[config.mk]
export PLATFORM = sky130hd
export DESIGN_NAME = servo_button_conditioner
export DESIGN_NICKNAME = d
export VERILOG_FILES = /design/src/rtl/servo_button_conditioner.sv
export SDC_FILE = /design/constraint.sdc
export NUM_CORES = 1
export LEC_CHECK = 0
export ABC_CLOCK_PERIOD_IN_PS = 5700
export BUFFER_PORTS_ARGS = -buffer_cell sky130_fd_sc_hd__buf_2
export CORE_UTILIZATION = 30
export CTS_BUF_LIST = sky130_fd_sc_hd__clkbuf_8
export DETAILED_ROUTE_END_ITERATION = 6
export GPL_TIMING_DRIVEN = 0
export PLACE_DENSITY = 0.49
export SLEW_MARGIN = 20
export SYNTH_ARGS = -nofsm -noshare
export SYNTH_HDL_FRONTEND = slang
export SYNTH_SLANG_ARGS = --single-unit
[constraint.sdc]
create_clock -name clk -period 5.7 [get_ports clk]
set_input_delay 0.285 -clock clk [delete_from_list [all_inputs] [get_ports clk]]
set_output_delay 0.285 -clock clk [all_outputs]
set_load 0.03 [all_outputs]
[src/rtl/servo_button_conditioner.sv]
// Servo pushbutton front end: two identical button channels (synchroniser,
// debouncer, hold-to-repeat FSM) plus the cross-channel conflict gating that
// produces mutually exclusive one-cycle inc/dec step pulses.

module servo_button_channel #(
    parameter int DEBOUNCE_CYCLES = 1000000,
    parameter int HOLD_CYCLES     = 25000000,
    parameter int REPEAT_CYCLES   = 5000000,
    parameter int CNT_W           = 25
) (
    input  logic clk,
    input  logic rst,
    input  logic enable,
    input  logic pb,
    output logic held,
    output logic rise,
    output logic fire
);

    typedef enum logic [1:0] {
        ST_IDLE       = 2'd0,
        ST_ARMED_WAIT = 2'd1,
        ST_HOLD_WAIT  = 2'd2,
        ST_REPEAT     = 2'd3
    } state_t;

    localparam logic [CNT_W-1:0] CNT_ZERO  = {CNT_W{1'b0}};
    localparam logic [CNT_W-1:0] CNT_ONE   = {{(CNT_W-1){1'b0}}, 1'b1};
    localparam logic [CNT_W-1:0] DEB_LAST  = CNT_W'(DEBOUNCE_CYCLES - 1);
    localparam logic [CNT_W-1:0] HOLD_LAST = CNT_W'(HOLD_CYCLES - 1);
    localparam logic [CNT_W-1:0] REP_LAST  = CNT_W'(REPEAT_CYCLES - 1);

    logic             sync1_r;
    logic             sync2_r;
    logic             pressed_s;
    logic             held_r;
    logic             held_d_r;
    logic [CNT_W-1:0] deb_cnt_r;
    state_t           state_r;
    state_t           state_n_s;
    logic [CNT_W-1:0] cnt_r;
    logic [CNT_W-1:0] cnt_n_s;
    logic             fire_s;

    // Two-stage synchroniser; resets to the released (high) level.
    always_ff @(posedge clk or negedge rst) begin
        if (!rst) begin
            sync1_r <= 1'b1;
            sync2_r <= 1'b1;
        end else begin
            sync1_r <= pb;
            sync2_r <= sync1_r;
        end
    end

    assign pressed_s = ~sync2_r;

    // Debouncer: held flips only after DEBOUNCE_CYCLES consecutive disagreeing samples.
    always_ff @(posedge clk or negedge rst) begin
        if (!rst) begin
            held_r    <= 1'b0;
            deb_cnt_r <= CNT_ZERO;
        end else if (pressed_s == held_r) begin
            deb_cnt_r <= CNT_ZERO;
        end else if (deb_cnt_r == DEB_LAST) begin
            held_r    <= ~held_r;
            deb_cnt_r <= CNT_ZERO;
        end else begin
            deb_cnt_r <= deb_cnt_r + CNT_ONE;
        end
    end

    // Delayed copy of held for press (rising edge) detection.
    always_ff @(posedge clk or negedge rst) begin
        if (!rst) begin
            held_d_r <= 1'b0;
        end else begin
            held_d_r <= held_r;
        end
    end

    // FSM state and hold/repeat counter registers.
    always_ff @(posedge clk or negedge rst) begin
        if (!rst) begin
            state_r <= ST_IDLE;
            cnt_r   <= CNT_ZERO;
        end else begin
            state_r <= state_n_s;
            cnt_r   <= cnt_n_s;
        end
    end

    // Next-state logic: enable loss locks out until release, release returns to idle.
    always_comb begin
        state_n_s = state_r;
        cnt_n_s   = cnt_r;
        fire_s    = 1'b0;
        if (!enable) begin
            state_n_s = ST_ARMED_WAIT;
            cnt_n_s   = CNT_ZERO;
        end else if (!held_r) begin
            state_n_s = ST_IDLE;
            cnt_n_s   = CNT_ZERO;
        end else begin
            case (state_r)
                ST_IDLE: begin
                    cnt_n_s = CNT_ZERO;
                    if (rise) begin
                        fire_s    = 1'b1;
                        state_n_s = ST_HOLD_WAIT;
                    end else begin
                        state_n_s = ST_IDLE;
                    end
                end
                ST_ARMED_WAIT: begin
                    state_n_s = ST_ARMED_WAIT;
                    cnt_n_s   = CNT_ZERO;
                end
                ST_HOLD_WAIT: begin
                    if (cnt_r == HOLD_LAST) begin
                        fire_s    = 1'b1;
                        cnt_n_s   = CNT_ZERO;
                        state_n_s = ST_REPEAT;
                    end else begin
                        cnt_n_s = cnt_r + CNT_ONE;
                    end
                end
                ST_REPEAT: begin
                    if (cnt_r == REP_LAST) begin
                        fire_s  = 1'b1;
                        cnt_n_s = CNT_ZERO;
                    end else begin
                        cnt_n_s = cnt_r + CNT_ONE;
                    end
                end
                default: begin
                    state_n_s = ST_IDLE;
                    cnt_n_s   = CNT_ZERO;
                end
            endcase
        end
    end

    assign held = held_r;
    assign rise = held_r & ~held_d_r;
    assign fire = fire_s;

endmodule

module servo_button_conditioner #(
    parameter int DEBOUNCE_CYCLES = 1000000,
    parameter int HOLD_CYCLES     = 25000000,
    parameter int REPEAT_CYCLES   = 5000000,
    parameter int CNT_W           = 25
) (
    input  logic clk,
    input  logic rst,
    input  logic enable,
    input  logic pb_inc,
    input  logic pb_dec,
    output logic inc_pulse,
    output logic dec_pulse,
    output logic inc_held,
    output logic dec_held
);

    logic inc_rise_s;
    logic dec_rise_s;
    logic inc_fire_s;
    logic dec_fire_s;
    logic both_held_s;
    logic inc_go_s;
    logic dec_go_s;
    logic inc_pulse_r;
    logic dec_pulse_r;

    servo_button_channel #(
        .DEBOUNCE_CYCLES (DEBOUNCE_CYCLES),
        .HOLD_CYCLES     (HOLD_CYCLES),
        .REPEAT_CYCLES   (REPEAT_CYCLES),
        .CNT_W           (CNT_W)
    ) u_inc (
        .clk    (clk),
        .rst    (rst),
        .enable (enable),
        .pb     (pb_inc),
        .held   (inc_held),
        .rise   (inc_rise_s),
        .fire   (inc_fire_s)
    );

    servo_button_channel #(
        .DEBOUNCE_CYCLES (DEBOUNCE_CYCLES),
        .HOLD_CYCLES     (HOLD_CYCLES),
        .REPEAT_CYCLES   (REPEAT_CYCLES),
        .CNT_W           (CNT_W)
    ) u_dec (
        .clk    (clk),
        .rst    (rst),
        .enable (enable),
        .pb     (pb_dec),
        .held   (dec_held),
        .rise   (dec_rise_s),
        .fire   (dec_fire_s)
    );

    // Both buttons down, or the other button just pressed, means the user intent is ambiguous.
    assign both_held_s = inc_held & dec_held;
    assign inc_go_s    = inc_fire_s & enable & ~both_held_s & ~dec_rise_s;
    assign dec_go_s    = dec_fire_s & enable & ~both_held_s & ~inc_rise_s & ~inc_go_s;

    // Output pulse registers.
    always_ff @(posedge clk or negedge rst) begin
        if (!rst) begin
            inc_pulse_r <= 1'b0;
            dec_pulse_r <= 1'b0;
        end else begin
            inc_pulse_r <= inc_go_s;
            dec_pulse_r <= dec_go_s;
        end
    end

    assign inc_pulse = inc_pulse_r;
    assign dec_pulse = dec_pulse_r;

endmodule

==> impl_metrics.toml <==
[synth]
yosys_warnings = 0
syn_inst = 626
avgSynthCellArea_um2 = 9.77
synth-edff-count = 0
ys_ff_latch = 114
yosysUniqueCellTypes = 50
syn-num-nets = 643
ys.flop_type = "dfrtp_1"
async_flop_share_pct = 100
netlist_area_mm2 = 0.00612
ys_seq_area_share_pct = 46.7

[setup_path]
critPathRequiredTime_ns = 5.99
critPathMaxStageDelay_ns = 0.60
slowest_stage = "o2111ai_1"
path_class = "register to register"
crit_path_end_kind = "register"
crit_fanout = 10
arrival_ns = 2.89
cp_common_cell = "clkbuf_1"
crit_path_start_kind = "register"
rrSetupSlack_ns = 3.10
crit_chain = "ha_1, clkbuf_1, and2_1, nand4_1, o2111ai_1, clkbuf_1, a22oi_1"

[global_route]
grt_pass1_vias = 5092
grt_pass1_wl_um = 25300
grt_util_all_layers_pct = 15.5
grt_remaining_overflow = 0
grt_max_degree = 65
grt_antenna_before_repair = 0

[timing]
finClkSkew_ns = 0.0113
worst_slack_ns = 3.10
finalHoldWorstSlack_ns = 0.357
setup_viol = 0
relSlewSlack_pct = 36.4
finalHoldViolCount = 0
timing.setup.tns_ns = 0
min_period_ns = 2.60
worst_pin_slew_ns = 0.946
fmax_ghz = 0.384
finalCritPeriodShare_pct = 45.7
slew_violations = 0
rsz0062_at_grt = "no"

[placement]
place_congestion = 0.783
dpl_worst_slack_ns = 3.11
dp_hpwl_um = 9830
io_buffers = 8

[clock_network]
cts-resized-gates = 0
cts_buffers = 17
h-tree-depth = 4
cts.clk_slew.worst_paths_ns = 0.07
cts_tree = "built"
clkSinkCount = 114
cts-root-buf = "clkbuf_8"
cts_max_path_buffers = 2
insertion_delay_ns = 0.44

[route]
wl_per_cell_um = 15.5
drt-initial-drc-count = 256
viasPerCell = 5.43
drc = 0
ant_nets = 0
vias = 5076
dr.pass1.iters = 5
wirelength_um = 14500

[finish]
diodes = 0
syn_to_final_growth_pct = 13.1
final_cell_mix = "110 x dfrtp_1, 39 x nand3_1, 36 x nand2_1, 36 x a21oi_1"
fillCellCount = 2000
fin_nets = 674
drive_gt1_share_pct = 8.36
mostFrequentLayoutCell = "dfrtp_1"

[die]
die_y_um = 145
io_pins = 9
die_w_um = 145
start_util_pct = 31.0
core_mm2 = 0.0197
rows = 51
die_area_mm2 = 0.0210

[flow_run]
maxCapViolCount = 0

[pwr]
powerDensity_mw_per_mm2 = 226
p_leak_nw = 2.60
ir_drop_mv = 0.126

[outcome]
outcome = "finished, final reports clean"

[min_path]
min_path_type = "input pin to async pin"
## power breakdown
| part | internal [mW] | leakage (nW) | switching [mW] |
|---|---|---|---|
| clock | 0.373 | 0.207 | 0.328 |
| sequential | 0.816 | 1.57 | 0.00507 |
| combinational | 0.0120 | 0.825 | 0.0303 |
## kinds of logic after synthesis
kind of cell               after synthesis  share of synthesized area, %
adders and majority gates               12                          2.45
buffers and inverters                   54                          3.39
muxes                                    6                         0.982
xor gates and xnor gates                53                          7.59
AOI/OAI and AO/OA                      126                          13.6
DFF                                    114                          46.7
and+or+nand+nor                        261                          25.3
## cells in the mapped netlist (3+ instances only)
master | number | area [µm²]
dfrtp_1 | 110 | 2750
nand3_1 | 39 | 195
a21oi_1 | 36 | 180
nand2_1 | 36 | 135
nand4_1 | 32 | 200
xor2_1 | 32 | 280
clkbuf_1 | 31 | 116
nor3_1 | 26 | 130
o31ai_1 | 26 | 195
or4_1 | 26 | 195
nor2_1 | 23 | 86.3
a22oi_1 | 22 | 165
xnor2_1 | 21 | 184
inv_1 | 18 | 67.6
o21ai_0 | 18 | 90.1
or3_1 | 16 | 100
and4_1 | 15 | 131
nor4_1 | 13 | 81.3
ha_1 | 12 | 150
and3_1 | 9 | 56.3
a211oi_1 | 8 | 60.1
mux2i_1 | 6 | 60.1
and2_1 | 5 | 31.3
a21boi_0 | 4 | 30.0
buf_2 | 4 | 20.0
dfstp_2 | 4 | 105
nor2b_1 | 3 | 18.8
nor4b_1 | 3 | 26.3
nor4bb_1 | 3 | 30.0
or2_2 | 3 | 18.8
## worst paths after layout
kind / startpoint / endpoint / cells past startpoint
worst min-delay path: rst / u_inc.cnt_r[0]$_DFF_PN0_ / 2
worst min register to register: u_dec.sync1_r$_DFF_PN1_ / u_dec.sync2_r$_DFF_PN1_ / 0
worst max register to register: u_dec.cnt_r[0]$_DFF_PN0_ / u_dec.cnt_r[23]$_DFF_PN0_ / 7
max in group asynchronous: rst / u_inc.sync2_r$_DFF_PN1_ / 3
worst max-delay path: u_dec.cnt_r[0]$_DFF_PN0_ / u_dec.cnt_r[23]$_DFF_PN0_ / 7
min in group clk: u_dec.sync1_r$_DFF_PN1_ / u_dec.sync2_r$_DFF_PN1_ / 0
## critical path: cells and delay by family, from the launching register on
| family | cells | cell delay (ns) |
|---|---|---|
| DFF | 1 | 0.36 |
| buffers and inverters | 2 | 0.79 |
| AOI/OAI and AO/OA | 2 | 0.78 |
| and+or+nand+nor | 2 | 0.38 |
| adders and majority gates | 1 | 0.15 |
## layer usage
metal | up-vias | GRT usage, % | part of all wire [%]
li1 | 2428 | - | -
met1 | 2532 | 20.4 | 48
met2 | 95 | 24.2 | 46
met3 | 21 | 3.69 | 3.9
met4 | 0 | 6.81 | 1.8
met5 | - | 0 | 0
## state kept, by name (all words and copies together) (netlist names)
name	count
u_dec.cnt_r	25
u_dec.deb_cnt_r	25
u_inc.cnt_r	25
u_inc.deb_cnt_r	25
u_dec.state_r	2
u_inc.state_r	2
dec_pulse	1
inc_pulse	1
u_dec.held	1
u_dec.held_d_r	1
u_dec.sync1_r	1
u_dec.sync2_r	1
u_inc.held	1
u_inc.held_d_r	1
u_inc.sync1_r	1
u_inc.sync2_r	1
## through the flow
step / util [%] / total power, mW / area (µm²) / instances
4_1_cts: 35.1 / 1.59 / 6920 / 935
2_1_floorplan: - / 0.851 / 6120 / 626
6_report: 35.1 / 1.56 / 6920 / 935
5_1_grt: 35.1 / 1.64 / 6920 / 935
3_3_place_gp: 32.9 / 0.874 / 6490 / 899
3_5_place_dp: 33.1 / 0.879 / 6520 / 900
## timing repair
action                    4_1_cts  5_1_grt
hold endpoints to repair       52        0
buffers inserted                0        0
hold buffers                    3        0
## layout make-up
| class | instances | area, µm² | area share (%) |
|---|---|---|---|
| inverter | 18 | 67.6 | 0.976 |
| sequential | 114 | 2860 | 41.3 |
| multi-input combinational | 458 | 3050 | 44.1 |
| clock inverter | 8 | 36.3 | 0.524 |
| buffer | 36 | 140 | 2.02 |
| tap | 265 | 332 | 4.79 |
| timing repair buffer | 12 | 104 | 1.50 |
| clock buffer | 24 | 330 | 4.77 |
Note: power is estimated with default switching activity, not from simulation.
